**src/rtl/stopwatch_pkg.sv**
```systemverilog
// Shared constants for the stopwatch: BCD digit width, per-digit roll-over limits
// and the 2-bit state encoding.
package stopwatch_pkg;

   localparam int unsigned BCD_W = 4;

   localparam int unsigned DIGIT_LIMIT_DEC = 9;
   localparam int unsigned DIGIT_LIMIT_SEX = 5;

   localparam logic [1:0] StIdle   = 2'd0;
   localparam logic [1:0] StRun    = 2'd1;
   localparam logic [1:0] StPaused = 2'd2;
   localparam logic [1:0] StLap    = 2'd3;

   // Two-digit BCD image of a 0..99 integer, used for the minute limit.
   function automatic logic [2*BCD_W-1:0] to_bcd2(input int unsigned value);
      return {BCD_W'(value / 10), BCD_W'(value % 10)};
   endfunction

endpackage

```
**src/rtl/bcd_digit_counter.sv**
```systemverilog
// One BCD digit that counts 0..LIMIT and carries out when it rolls over.
module bcd_digit_counter
   import stopwatch_pkg::*;
#(
   parameter int unsigned LIMIT = DIGIT_LIMIT_DEC
) (
   input  logic             clk_in,
   input  logic             res,
   input  logic             inc,
   input  logic             clr,
   output logic [BCD_W-1:0] digit,
   output logic             carry
);

   localparam logic [BCD_W-1:0] LimitBcd = BCD_W'(LIMIT);

   logic [BCD_W-1:0] digit_d, digit_q;
   logic             at_limit;

   always_comb begin
      at_limit = (digit_q == LimitBcd);
      digit_d  = digit_q;
      if (clr) begin
         digit_d = '0;
      end else if (inc) begin
         digit_d = at_limit ? '0 : digit_q + BCD_W'(1);
      end
   end

   always_ff @(posedge clk_in) begin
      if (res) begin
         digit_q <= '0;
      end else begin
         digit_q <= digit_d;
      end
   end

   assign digit = digit_q;
   assign carry = inc & at_limit;

endmodule

```
**src/rtl/stopwatch_core.sv**
```systemverilog
// Stopwatch MM:SS.cc counting qualified rising edges of tick_in, with a
// start/stop/lap/clear state machine and a registered 6-digit BCD display.
module stopwatch_core
   import stopwatch_pkg::*;
#(
   parameter int unsigned MIN_MAX = 59
) (
   input  logic               clk_in,
   input  logic               res,
   input  logic               ena,
   input  logic               tick_in,
   input  logic               start_stop,
   input  logic               lap_clear,
   output logic [6*BCD_W-1:0] display,
   output logic               running,
   output logic               lap_active,
   output logic               wrap
);

   localparam logic [2*BCD_W-1:0] MinMaxBcd = to_bcd2(MIN_MAX);

   logic [1:0]           state_d, state_q;
   logic                 tick_q;
   logic [2*BCD_W-1:0]   min_d, min_q;
   logic [6*BCD_W-1:0]   snapshot_d, snapshot_q;
   logic [6*BCD_W-1:0]   display_d, display_q;
   logic                 running_d, running_q;
   logic                 lap_d, lap_q;
   logic                 wrap_d, wrap_q;

   logic                 tick_edge, adv, clr_cnt, min_at_max;
   logic [BCD_W-1:0]     cs_o, cs_t, sec_o, sec_t;
   logic                 cs_o_carry, cs_t_carry, sec_o_carry, sec_t_carry;
   logic [6*BCD_W-1:0]   live;

   assign live = {min_q, sec_t, sec_o, cs_t, cs_o};

   always_comb begin
      tick_edge  = tick_in & ~tick_q;
      adv        = ena & tick_edge & ((state_q == StRun) || (state_q == StLap));
      state_d    = state_q;
      snapshot_d = snapshot_q;
      clr_cnt    = 1'b0;
      // start_stop is tested first in every state so it wins over lap_clear.
      if (ena) begin
         case (state_q)
            StIdle: begin
               if (start_stop) state_d = StRun;
            end
            StRun: begin
               if (start_stop) begin
                  state_d = StPaused;
               end else if (lap_clear) begin
                  state_d    = StLap;
                  snapshot_d = live;
               end
            end
            StLap: begin
               if (start_stop) begin
                  state_d = StPaused;
               end else if (lap_clear) begin
                  state_d = StRun;
               end
            end
            StPaused: begin
               if (start_stop) begin
                  state_d = StRun;
               end else if (lap_clear) begin
                  state_d = StIdle;
                  clr_cnt = 1'b1;
               end
            end
            default: state_d = StIdle;
         endcase
      end
   end

   bcd_digit_counter #(.LIMIT(DIGIT_LIMIT_DEC)) u_cs_o (
      .clk_in (clk_in),
      .res    (res),
      .inc    (adv),
      .clr    (clr_cnt),
      .digit  (cs_o),
      .carry  (cs_o_carry)
   );

   bcd_digit_counter #(.LIMIT(DIGIT_LIMIT_DEC)) u_cs_t (
      .clk_in (clk_in),
      .res    (res),
      .inc    (cs_o_carry),
      .clr    (clr_cnt),
      .digit  (cs_t),
      .carry  (cs_t_carry)
   );

   bcd_digit_counter #(.LIMIT(DIGIT_LIMIT_DEC)) u_sec_o (
      .clk_in (clk_in),
      .res    (res),
      .inc    (cs_t_carry),
      .clr    (clr_cnt),
      .digit  (sec_o),
      .carry  (sec_o_carry)
   );

   bcd_digit_counter #(.LIMIT(DIGIT_LIMIT_SEX)) u_sec_t (
      .clk_in (clk_in),
      .res    (res),
      .inc    (sec_o_carry),
      .clr    (clr_cnt),
      .digit  (sec_t),
      .carry  (sec_t_carry)
   );

   // Minutes are a BCD pair that wraps at MIN_MAX rather than at 99.
   always_comb begin
      min_at_max = (min_q == MinMaxBcd);
      min_d      = min_q;
      if (clr_cnt) begin
         min_d = '0;
      end else if (sec_t_carry) begin
         if (min_at_max) begin
            min_d = '0;
         end else if (min_q[BCD_W-1:0] == BCD_W'(DIGIT_LIMIT_DEC)) begin
            min_d = {min_q[2*BCD_W-1:BCD_W] + BCD_W'(1), BCD_W'(0)};
         end else begin
            min_d = {min_q[2*BCD_W-1:BCD_W], min_q[BCD_W-1:0] + BCD_W'(1)};
         end
      end
      wrap_d = sec_t_carry & min_at_max;
   end

   always_comb begin
      display_d = (state_q == StLap) ? snapshot_q : live;
      running_d = (state_d == StRun) || (state_d == StLap);
      lap_d     = (state_d == StLap);
   end

   always_ff @(posedge clk_in) begin
      if (res) begin
         state_q    <= StIdle;
         tick_q     <= 1'b1;
         min_q      <= '0;
         snapshot_q <= '0;
         display_q  <= '0;
         running_q  <= 1'b0;
         lap_q      <= 1'b0;
         wrap_q     <= 1'b0;
      end else begin
         state_q    <= state_d;
         tick_q     <= tick_in;
         min_q      <= min_d;
         snapshot_q <= snapshot_d;
         display_q  <= display_d;
         running_q  <= running_d;
         lap_q      <= lap_d;
         wrap_q     <= wrap_d;
      end
   end

   assign display    = display_q;
   assign running    = running_q;
   assign lap_active = lap_q;
   assign wrap       = wrap_q;

endmodule

```
**config.mk**
```make
export PLATFORM = sky130hd
export DESIGN_NAME = stopwatch_core
export DESIGN_NICKNAME = d
export VERILOG_FILES = /design/src/rtl/stopwatch_pkg.sv /design/src/rtl/bcd_digit_counter.sv /design/src/rtl/stopwatch_core.sv
export SDC_FILE = /design/constraint.sdc
export NUM_CORES = 1
export LEC_CHECK = 0
export ABC_CLOCK_PERIOD_IN_PS = 2100
export BUFFER_PORTS_ARGS = -buffer_cell sky130_fd_sc_hd__buf_4
export CAP_MARGIN = 40
export CORE_AREA = 4 4 108 110
export CTS_BUF_LIST = sky130_fd_sc_hd__clkbuf_16
export DETAILED_ROUTE_END_ITERATION = 16
export DIE_AREA = 0 0 112 114
export HOLD_SLACK_MARGIN = 0.02
export MAX_ROUTING_LAYER = met4
export PLACE_DENSITY = 0.5
export SLEW_MARGIN = 20
export SYNTH_ARGS = -nofsm -noshare
export SYNTH_HDL_FRONTEND = slang
export SYNTH_SLANG_ARGS = --single-unit
```
**constraint.sdc**
```tcl
create_clock -name clk_in -period 2.1 [get_ports clk_in]
set_input_delay 0.42 -clock clk_in [delete_from_list [all_inputs] [get_ports clk_in]]
set_output_delay 0.42 -clock clk_in [all_outputs]
set_load 0.01 [all_outputs]
```
==> metrics.md, run 1 <==
| Metric | Value |
|---|---|
| Critical Path AT | 2.13 ns |
| Synth top area share | 0.493 |
| Routed WL | 6800 um |
| Antenna Cells | 0 |
| Syn_nets | 390 |
| Clk sink count | 77 |
| Yosys warns | 0 |
| Count leader, synth | nand2_1 |
| Final ANT Viol Nets | 0 |
| Final min period | 1.87 ns |
| Total power | 3.00 mW |
| Global route overflow | 0 |
| Setup CP Type | reg2reg |
| Lkg Pwr | 1.35 nW |
| Via Count | 2601 |
| Fmax | 0.534 GHz |
| Max incr delay on CP | 0.59 ns |
| DP HPWL | 4520 um |
| Ys async rst share | 0 |
| Post-placement cell count | 537 |
| Routed length per instance | 12.3 um |
| Starting density of the core | 0.292 |
| Pins Over Slew Limit | 0 |
| Slowest stage cell, crit path | or4b_1 |
| Via-per-instance ratio | 4.70 |
| Fin crit share | 0.891 |
| Post-synth top cells | nand2_1, dfxtp_1, a21oi_1 |
| Finished Layout Cells | 553 |
| H-tree depth | 3 |
| Syn Area/Cell | 8.23 um^2 |
| Worst Skew | 0.00423 ns |
| CTS Hold Buffers Added | 0 |
| Req. time, crit path | 2.36 ns |
| Largest net degree at the start of global routing | 29 |
| Core area | 10700 um^2 |
| Worst setup SP type | flip-flop |
| Crit path buf inv count | 0 |
| Final setup viols | 0 |
| Peak VDD IR | 0.349 mV |
| Number of port buffers | 32 |
| Worst Path Max Fanout | 23 |
| CTS tree | yes |
| Nets | 418 |
| GP Congestion | 0.713 |
| Clock buffer depth | 2 |
| Clock Pin Slew Worst Setup and Hold Paths | 0.06 ns |
| Die ar. | 12800 um^2 |
| Hold Fails Final Rpt | 0 |
| Drt first pass iters | 4 |
| Setup bufs post-CTS | 0 |
| TritonCTS Buffers | 9 |
| Max_slew headroom | 0.708 |
| EDFF count, synth | 0 |
| Clk_lat worst skew | 0.33 ns |
| Max-cap violations | 0 |
| RSZ-0062 raised after global routing | no |
| Vias in the first global route | 2569 |
| Dominant cells by area after synthesis | dfxtp_1, nand2_1, a21oi_1 |
| DRC viols | 0 |
| Proportion of layout cells with a drive suffix above 1 | 0.153 |
| Worst-path cell chain | and4bb_4, nand4_4, or4b_1, a21oi_1 |
| Sequential cell area fraction in the yosys report | 0.493 |
| Delay-heaviest family, CP | simple AND/OR/NAND/NOR gates |
| HP Class | in2reg |
| Io pins | 33 |
| Starting DRT DRC Count | 99 |
| Vert. Die Dim | 114 um |
| Synth Cell Area | 3130 um^2 |
| Worst setup EP type | flip-flop |
| FILL cells | 1125 |
| Count of state elements after synthesis | 77 |
| Synth Flop Type | dfxtp_1 |
| Post-CTS Resized | 0 |
| Synth cell types | 44 |
| Power per cell area | 791 nW/um^2 |
| Yosys top cell by area | dfxtp_1 |
| Die X | 112 um |
| Area growth from synthesis to layout | 21.4% |
| Row count | 38 |
| Status | finished clean |
| Clk root buf | clkbuf_16 |
| TNS Setup | 0 ns |
| GRT Total Usage | 0.119 |
| Initial antenna violation count | 0 |
| Final Core Density | 0.355 |
| First-pass GRT wire length | 12200 um |
| Actual slew at the worst max-slew pin | 0.438 ns |
| Gate Count Post-Synth | 380 |
## worst paths after layout
path	start	endpoint	slack [ns]	cells after the start
max	u_cs_o.digit[2]	min_q[7]	0.23	4
min	tick_in	tick_q	0.31	2
max reg2reg	u_cs_o.digit[2]	min_q[7]	0.23	4
min reg2reg	snapshot_q[1]	display[1]	0.45	2
## cells by family after synthesis
group / after synthesis / share of synthesized area
multiplexers: 2 / 0.00640
buffers and inverters: 32 / 0.0452
adder cells (fa/ha/maj): 4 / 0.0160
AO/OA/AOI/OAI: 87 / 0.150
AND/OR/NAND/NOR: 171 / 0.270
flip-flops: 77 / 0.493
XOR/XNOR: 7 / 0.0196
## layer usage
metal	GRT usage	part of all wire	routed length (um)	up-vias
met1	0.142	0.48	3230	1214
met2	0.197	0.49	3310	32
met3	0.0244	0.026	176	8
met4	0.0505	0.012	82	0
li1	-	-	-	1347
met5	-	0	0	-
## flip-flops by register name, indices dropped and copies added (netlist names)
register	cells
lap_active	1
u_cs_o.digit	4
display	24
tick_q	1
snapshot_q	24
state_q	2
wrap	1
u_sec_t.digit	4
min_q	8
u_sec_o.digit	4
u_cs_t.digit	4
## stage by stage
step	area, um^2	hold slack [ns]	worst slack [ns]
final	3800	0.307	0.228
after CTS	3800	0.297	0.228
after global placement	3510	0.442	0.234
after global routing	3800	0.300	0.0473
after detailed placement	3510	0.446	0.221
after floorplan	3130	0.432	0.371
## worst reg2reg max path: cells and delay by family (launching register included)
family,cells,cell delay [ns]
flops,1,0.37
simple gates,3,1.28
compound gates,1,0.15
## where the power goes
part	total [mW]	internal [mW]	switching, mW
Clock	1.46	0.902	0.563
Sequential	1.47	1.47	0.00491
Combinational	0.0668	0.0211	0.0457
Total	3.00	2.39	0.613
## layout by cell type, fill, tap and decap left out, types with 2 or more instances in the layout
cell type,instances
a21oi_1,64
a31oi_1,2
and3b_1,2
and4bb_2,3
buf_4,43
clkbuf_16,9
clkinv_2,2
dfxtp_1,77
ha_1,4
inv_1,8
mux2i_1,2
nand2_1,109
nand3_1,6
nand4_1,3
nor2_1,12
nor2b_1,8
nor3b_1,3
o21ai_0,12
o31ai_1,3
or3_1,4
or4_1,7
or4b_1,2
xnor2_1,2
xor2_1,5
## area by class of cell
cell class	count	area (um^2)	share of cell area
multi-input combinational	271	1450	0.382
clock inverter	7	58.8	0.0155
inverter	6	22.5	0.00593
timing repair buffer	43	323	0.0850
tap	140	175	0.0461
sequential	77	1540	0.406
clock buffer	9	225	0.0593
Power figures use the tool's default switching activity.
==> inputs of run 2 (changes only) <==
==> constraint.sdc (replaced) <==
create_clock -name clk_in -period 2.1 [get_ports clk_in]
set_input_delay 0.525 -clock clk_in [delete_from_list [all_inputs] [get_ports clk_in]]
set_output_delay 0.525 -clock clk_in [all_outputs]
set_load 0.01 [all_outputs]
==> metrics.md, run 2 (synthesized netlist as in run 1, its figures left out) <==
| Metric | Value |
|---|---|
| Dpl ws | 0.117 ns (-0.104 ns) |
| Total power | 3.00 mW (-0.16%) |
| Hold Crit Endpoint | tick_q |
| Initial antenna violation count | 0 (unchanged) |
| Post-CTS Resized | 0 (unchanged) |
| Pins Over Slew Limit | 0 (unchanged) |
| Clk_lat worst skew | 0.33 ns (about the same) |
| Worst R2R Start | u_cs_o.digit[1] |
| Reg2Reg Setup Slack | 0.23 ns (about the same) |
| Drt first pass iters | 5 (+1) |
| FF/Latch Area | 1540 um^2 (unchanged) |
| Hold Path Stages | 2 (unchanged) |
| DRC viols | 0 (unchanged) |
| Hold Startpoint | tick_in |
| Status | finished clean |
| Setup bufs post-CTS | 0 (unchanged) |
| Max_slew headroom | 0.771 (+0.0635) |
| Routed WL | 6900 um (+1.5%) |
| Starting density of the core | 0.292 (unchanged) |
| Crit path buf inv count | 0 (unchanged) |
| GRT Total Usage | 0.120 (+0.000644) |
| Clock Pin Slew Worst Setup and Hold Paths | 0.06 ns (about the same) |
| Hold Fails Final Rpt | 0 (unchanged) |
| CTS tree | yes |
| TritonCTS Buffers | 9 (unchanged) |
| Global route overflow | 0 (unchanged) |
| Req. time, crit path | 2.35 ns (about the same) |
| Peak VDD IR | 0.376 mV (+7.7%) |
| FILL cells | 1108 (-1.5%) |
| Worst hold slack | 0.411 ns (+0.104 ns) |
| Fmax | 0.535 GHz (+0.12%) |
| Clk sink count | 77 (unchanged) |
| HP Class | in2reg |
| CTS Hold Buffers Added | 0 (unchanged) |
| RSZ-0062 raised after global routing | no |
| Max incr delay on CP | 0.58 ns (about the same) |
| TNS Setup | 0 ns (unchanged) |
| Post-route setup slack | 0.230 ns (+0.00232 ns) |
| R2R depth | 4 (unchanged) |
| Most frequent cells in the layout | nand2_1, dfxtp_1, a21oi_1 |
| Io pins | 33 (unchanged) |
| Max-cap violations | 0 (unchanged) |
| Worst Skew | 0.00871 ns (+0.00448 ns) |
| Critical Path AT | 2.12 ns (about the same) |
| Die ar. | 12800 um^2 (unchanged) |
| Final setup viols | 0 (unchanged) |
| Most common cell after layout, fill and taps aside | nand2_1 |
| FF-to-FF End | min_q[5] |
| Delay-heaviest family, CP | simple AND/OR/NAND/NOR gates |
| First-pass GRT wire length | 12200 um (+0.39%) |
| Starting DRT DRC Count | 84 (-15%) |
| Fin crit share | 0.890 (-0.00110) |
| Area growth from synthesis to layout | 21.5% (about the same) |
| Routed length per instance | 12.5 um (+1.5%) |
| Setup CP Type | reg2reg |
| Power per cell area | 789 nW/um^2 (-0.25%) |
| Nets | 419 (+0.24%) |
| Final min period | 1.87 ns (-0.00232 ns) |
| Clock buffer depth | 2 (unchanged) |
| Slowest stage cell, crit path | or4_1 |
| Core area | 10700 um^2 (unchanged) |
| Number of port buffers | 32 (unchanged) |
| Lkg Pwr | 1.34 nW (-0.37%) |
| Actual slew at the worst max-slew pin | 0.339 ns (-0.0989 ns) |
| Final ANT Viol Nets | 0 (unchanged) |
| H-tree depth | 3 (unchanged) |
| Proportion of layout cells with a drive suffix above 1 | 0.155 (+0.00242) |
| Clk root buf | clkbuf_16 |
| Worst setup SP type | flip-flop |
| Multi-input gate area | 1450 um^2 (unchanged) |
| Vias in the first global route | 2626 (+2.2%) |
| DP HPWL | 4560 um (+0.88%) |
| Largest net degree at the start of global routing | 31 (+6.9%) |
| Die X | 112 um (unchanged) |
| Worst Path Max Fanout | 23 (unchanged) |
| Worst setup EP type | flip-flop |
| Via Count | 2630 (+1.1%) |
| Row count | 38 (unchanged) |
| Worst-path cell chain | and4bb_4, nand4_4, or4_1, a21oi_1 |
| GP Congestion | 0.745 (+4.5%) |
| Vert. Die Dim | 114 um (unchanged) |
| Antenna Cells | 0 (unchanged) |
| Via-per-instance ratio | 4.76 (+1.1%) |
| Final Core Density | 0.355 (about the same) |
[run 2: changes by cell type in the layout (fill, tap and decap cells not counted)]
cell      delta
clkinv_1     +1
inv_1        -2
buf_4        +1
[run 2: worst max-delay path by stage]
stage | start | to | cells after the start
floorplan | ena | min_q[2] | 6
global placement | ena | min_q[7] | 5
detailed placement | ena | min_q[7] | 5
CTS | u_cs_o.digit[1] | min_q[5] | 4
global route | u_cs_o.digit[1] | min_q[5] | 4
finish | u_cs_o.digit[1] | min_q[5] | 4
[run 2: layer usage]
metal	global-route usage	routed length, um
met3	0.0286	241
met1	0.134	3100
met4	0.0481	87
met2	0.207	3480
met5	-	0
[run 2: report_power, final]
| group | switching [mW] | leakage, nW | internal (mW) |
|---|---|---|---|
| registers | 0.00490 | 0.620 | 1.47 |
| logic | 0.0459 | 0.585 | 0.0213 |
| clock network | 0.560 | 0.136 | 0.900 |
| total | 0.610 | 1.34 | 2.39 |
[run 2: cell type report]
| class | instances | area share |
|---|---|---|
| Clock buffer | 9 | 0.0593 |
| Clock inverter | 6 | 0.0145 |
| Inverter | 6 | 0.00593 |
| Multi-Input combinational cell | 271 | 0.382 |
| Sequential cell | 77 | 0.406 |
| Tap cell | 140 | 0.0461 |
| Timing Repair Buffer | 44 | 0.0869 |
[run 2: through the flow]
| step | std cells | cell area [um^2] |
|---|---|---|
| finish | 553 | 3800 |
| floorplan | 380 | 3130 |
| global placement | 538 | 3520 |
| detailed placement | 538 | 3520 |
| CTS | 553 | 3800 |
| global route | 553 | 3800 |
==> inputs of run 3 (changes only) <==
--- a/config.mk
+++ b/config.mk
@@ -8,14 +8,15 @@
 export ABC_CLOCK_PERIOD_IN_PS = 2100
 export BUFFER_PORTS_ARGS = -buffer_cell sky130_fd_sc_hd__buf_4
 export CAP_MARGIN = 40
-export CORE_AREA = 4 4 108 110
+export CORE_AREA = 4 4 107 109
 export CTS_BUF_LIST = sky130_fd_sc_hd__clkbuf_16
 export DETAILED_ROUTE_END_ITERATION = 16
-export DIE_AREA = 0 0 112 114
+export DIE_AREA = 0 0 111 113
 export HOLD_SLACK_MARGIN = 0.02
 export MAX_ROUTING_LAYER = met4
 export PLACE_DENSITY = 0.5
 export SLEW_MARGIN = 20
 export SYNTH_ARGS = -nofsm -noshare
 export SYNTH_HDL_FRONTEND = slang
+export SYNTH_HIERARCHICAL = 1
 export SYNTH_SLANG_ARGS = --single-unit
==> metrics.md, run 3 <==
| Metric | Value |
|---|---|
| Status | finished, violations left |
| Failing checks | negative setup slack |
| DP HPWL | 4460 um (-2.1%) |
| Ys async rst share | 0 (unchanged) |
| Synth Cell Area | 3060 um^2 (-2.1%) |
| Switch Pwr | 0.628 mW (+2.9%) |
| Die X | 111 um (-0.89%) |
| CTS Hold Buffers Added | 0 (unchanged) |
| Post-route setup slack | -0.529 ns (-0.759 ns) |
| Sequential cell area fraction in the yosys report | 0.503 (+0.0105) |
| Starting density of the core | 0.289 (-0.00351) |
| Worst hold slack | 0.394 ns (-0.0172 ns) |
| Vert. Die Dim | 113 um (-0.88%) |
| Power per cell area | 743 nW/um^2 (-5.8%) |
| Die ar. | 12500 um^2 (-1.8%) |
| Hold Fails Final Rpt | 0 (unchanged) |
| Lkg Pwr | 1.49 nW (+11%) |
| Hold Startpoint | tick_in |
| Max-cap violations | 0 (unchanged) |
| Nets | 438 (+4.5%) |
| Worst setup SP type | flip-flop |
| Core area | 10600 um^2 (-0.89%) |
| Critical Path AT | 2.89 ns (+0.77 ns) |
| Combinational power share | 0.027 (+0.005) |
| Sequential power share | 0.486 (-0.005) |
| Clk sink count | 77 (unchanged) |
| Clock Power Share | 0.487 (about the same) |
| HP Class | in2reg |
| Actual slew at the worst max-slew pin | 0.314 ns (-0.0245 ns) |
| Final min period | 2.63 ns (+0.759 ns) |
| Via-per-instance ratio | 4.58 (-3.7%) |
| Final ANT Viol Nets | 0 (unchanged) |
| Yosys warns | 6 (+6) |
| GP Congestion | 0.803 (+7.8%) |
| Row count | 38 (unchanged) |
| Clk_lat worst skew | 0.33 ns (about the same) |
| Proportion of layout cells with a drive suffix above 1 | 0.268 (+0.113) |
| Clk root buf | clkbuf_16 |
| Most common cell after layout, fill and taps aside | nand2_1 |
| RSZ-0062 raised after global routing | yes |
| Yosys top cell by area | dfxtp_1 |
| Clock Pin Slew Worst Setup and Hold Paths | 0.06 ns (about the same) |
| Initial antenna violation count | 0 (unchanged) |
| Peak VDD IR | 0.366 mV (-2.4%) |
| Cell Int Power | 2.40 mW (+0.43%) |
| Worst Skew | 0.00457 ns (-0.00414 ns) |
| Area growth from synthesis to layout | 32.9% |
| H-tree depth | 3 (unchanged) |
| Routed length per instance | 12.5 um (+0.17%) |
| First-pass GRT wire length | 12400 um (+1.5%) |
| Fmax | 0.380 GHz (-29%) |
| Starting DRT DRC Count | 170 (+100%) |
| Most frequent cells in the layout | nand2_1, dfxtp_1, buf_4 |
| Total power | 3.02 mW (+0.93%) |
| GRT Total Usage | 0.124 (+0.00450) |
| Largest net degree at the start of global routing | 46 (+48%) |
| Final instance area | 4070 um^2 (+7.1%) |
| Cell Area, Placed | 3680 um^2 (+4.5%) |
| Beginning of the critical path | running |
| Worst R2R Start | running |
| Pins Over Slew Limit | 0 (unchanged) |
| Syn_nets | 374 (-4.1%) |
| Routed WL | 7170 um (+3.8%) |
| Vias in the first global route | 2640 (+0.53%) |
| Final setup viols | 14 (+14) |
| TritonCTS Buffers | 9 (unchanged) |
| Count leader, synth | nand2_1 |
| Number of port buffers | 32 (unchanged) |
| Setup CP Type | reg2reg |
| Synth top area share | 0.503 (+0.0105) |
| Dominant cells by area after synthesis | dfxtp_1, nand2_1, a21oi_1 |
| Clock buffer depth | 2 (unchanged) |
| EDFF count, synth | 0 (unchanged) |
| Via Count | 2625 (-0.19%) |
| Syn Area/Cell | 8.41 um^2 (+2.2%) |
| Req. time, crit path | 2.37 ns (+0.02 ns) |
| Drt first pass iters | 4 (-1) |
| DRC viols | 0 (unchanged) |
| Post-synth top cells | nand2_1, dfxtp_1, a21oi_1 |
| Synth cell types | 39 (-11%) |
| Worst Path Max Fanout | 4 (-83%) |
| Max_slew headroom | 0.791 (+0.0194) |
| Synth Flop Type | dfxtp_1 |
| Io pins | 33 (unchanged) |
| Fin crit share | 1.25 (+0.362) |
| Switching part of the total | 0.208 (+0.00396) |
| CTS tree | yes |
| Antenna Cells | 0 (unchanged) |
| Count of state elements after synthesis | 77 (unchanged) |
| Worst setup EP type | flip-flop |
| Gate Count Post-Synth | 364 (-4.2%) |
| Global route overflow | 0 (unchanged) |
run 3: cell types whose count changed after synthesis, sizes merged, moves of 4 or more:
cell | previous run | this run
a21oi | 64 | 55
nor3 | 1 | 13
clkbuf | 19 | 11
a211oi | 0 | 8
and4bb | 4 | 0
or4 | 7 | 1
nand2 | 109 | 113
nor2 | 12 | 7
run 3: worst paths after layout:
path	endpoint	slack, ns	depth (start not counted)
worst max-delay path	min_q[7]	-0.53	14
worst min-delay path	tick_q	0.39	2
worst max register to register	min_q[7]	-0.53	14
worst min register to register	snapshot_q[14]	0.45	2
run 3: metrics by stage:
step           std cells  TNS [ns]  setup slack, ns  utilization
6_report             573     -4.56           -0.529        0.384
5_1_grt              573     -7.04           -0.672        0.384
4_1_cts              568     -3.57           -0.476        0.379
3_5_place_dp         546     -8.30           -0.830        0.347
3_3_place_gp         546     -7.81           -0.791        0.347
2_1_floorplan        364     -7.24           -0.869            -
run 3: logic make-up (layout without fill, tap and decap cells):
logic type                 Yosys count  count (layout)  share of synthesized area
AOI/OAI and AO/OA                   78              78                      0.145
buffers and inverters               22              91                     0.0376
DFF                                 77              77                      0.503
and+or+nand+nor                    172             172                      0.266
muxes                                2               2                    0.00654
xor gates and xnor gates             9               9                     0.0257
adders and majority gates            4               4                     0.0163
run 3: worst max-delay path, stage by stage (launching register included):
cell	delay [ns]
dfxtp_4	0.37
nand2_8	0.05
nor3b_4	0.21
nand2_2	0.11
nor3b_4	0.23
nand2_2	0.10
nor3b_4	0.22
nand2_2	0.10
nor3b_4	0.22
nand2_2	0.09
nor3_2	0.11
buf_4	0.16
nand2_4	0.05
or4_4	0.42
a21oi_2	0.12
run 3: timing repair:
action	CTS	global route
gates cloned	0	0
buffers inserted	6	5
resized for setup	5	4
setup endpoints to repair	13	14
pin swaps	9	8
run 3: area by class of cell:
type                    instances  area (um^2)
inverters                       3         11.3
fillers                      1086         6530
multi-input cells             265         1500
repair buffers                 72          553
flip-flops and latches         77         1550
well taps                     140          175
clock inverters                 7         57.6
clock buffers                   9          225
run 3: power by group through the flow:
stage	clock network, mW	logic, mW	registers [mW]
2_1_floorplan	0	0.0384	1.50
3_3_place_gp	0	0.0797	1.50
3_5_place_dp	0	0.0809	1.50
4_1_cts	1.54	0.0811	1.47
5_1_grt	1.58	0.0890	1.47
6_report	1.47	0.0806	1.47
run 3: metal layers:
metal,vias to the layer above,part of all wire,GRT usage
met5,-,0,-
met4,0,0.014,0.0460
met3,10,0.028,0.0294
met2,30,0.50,0.216
met1,1239,0.46,0.140
li1,1346,-,-
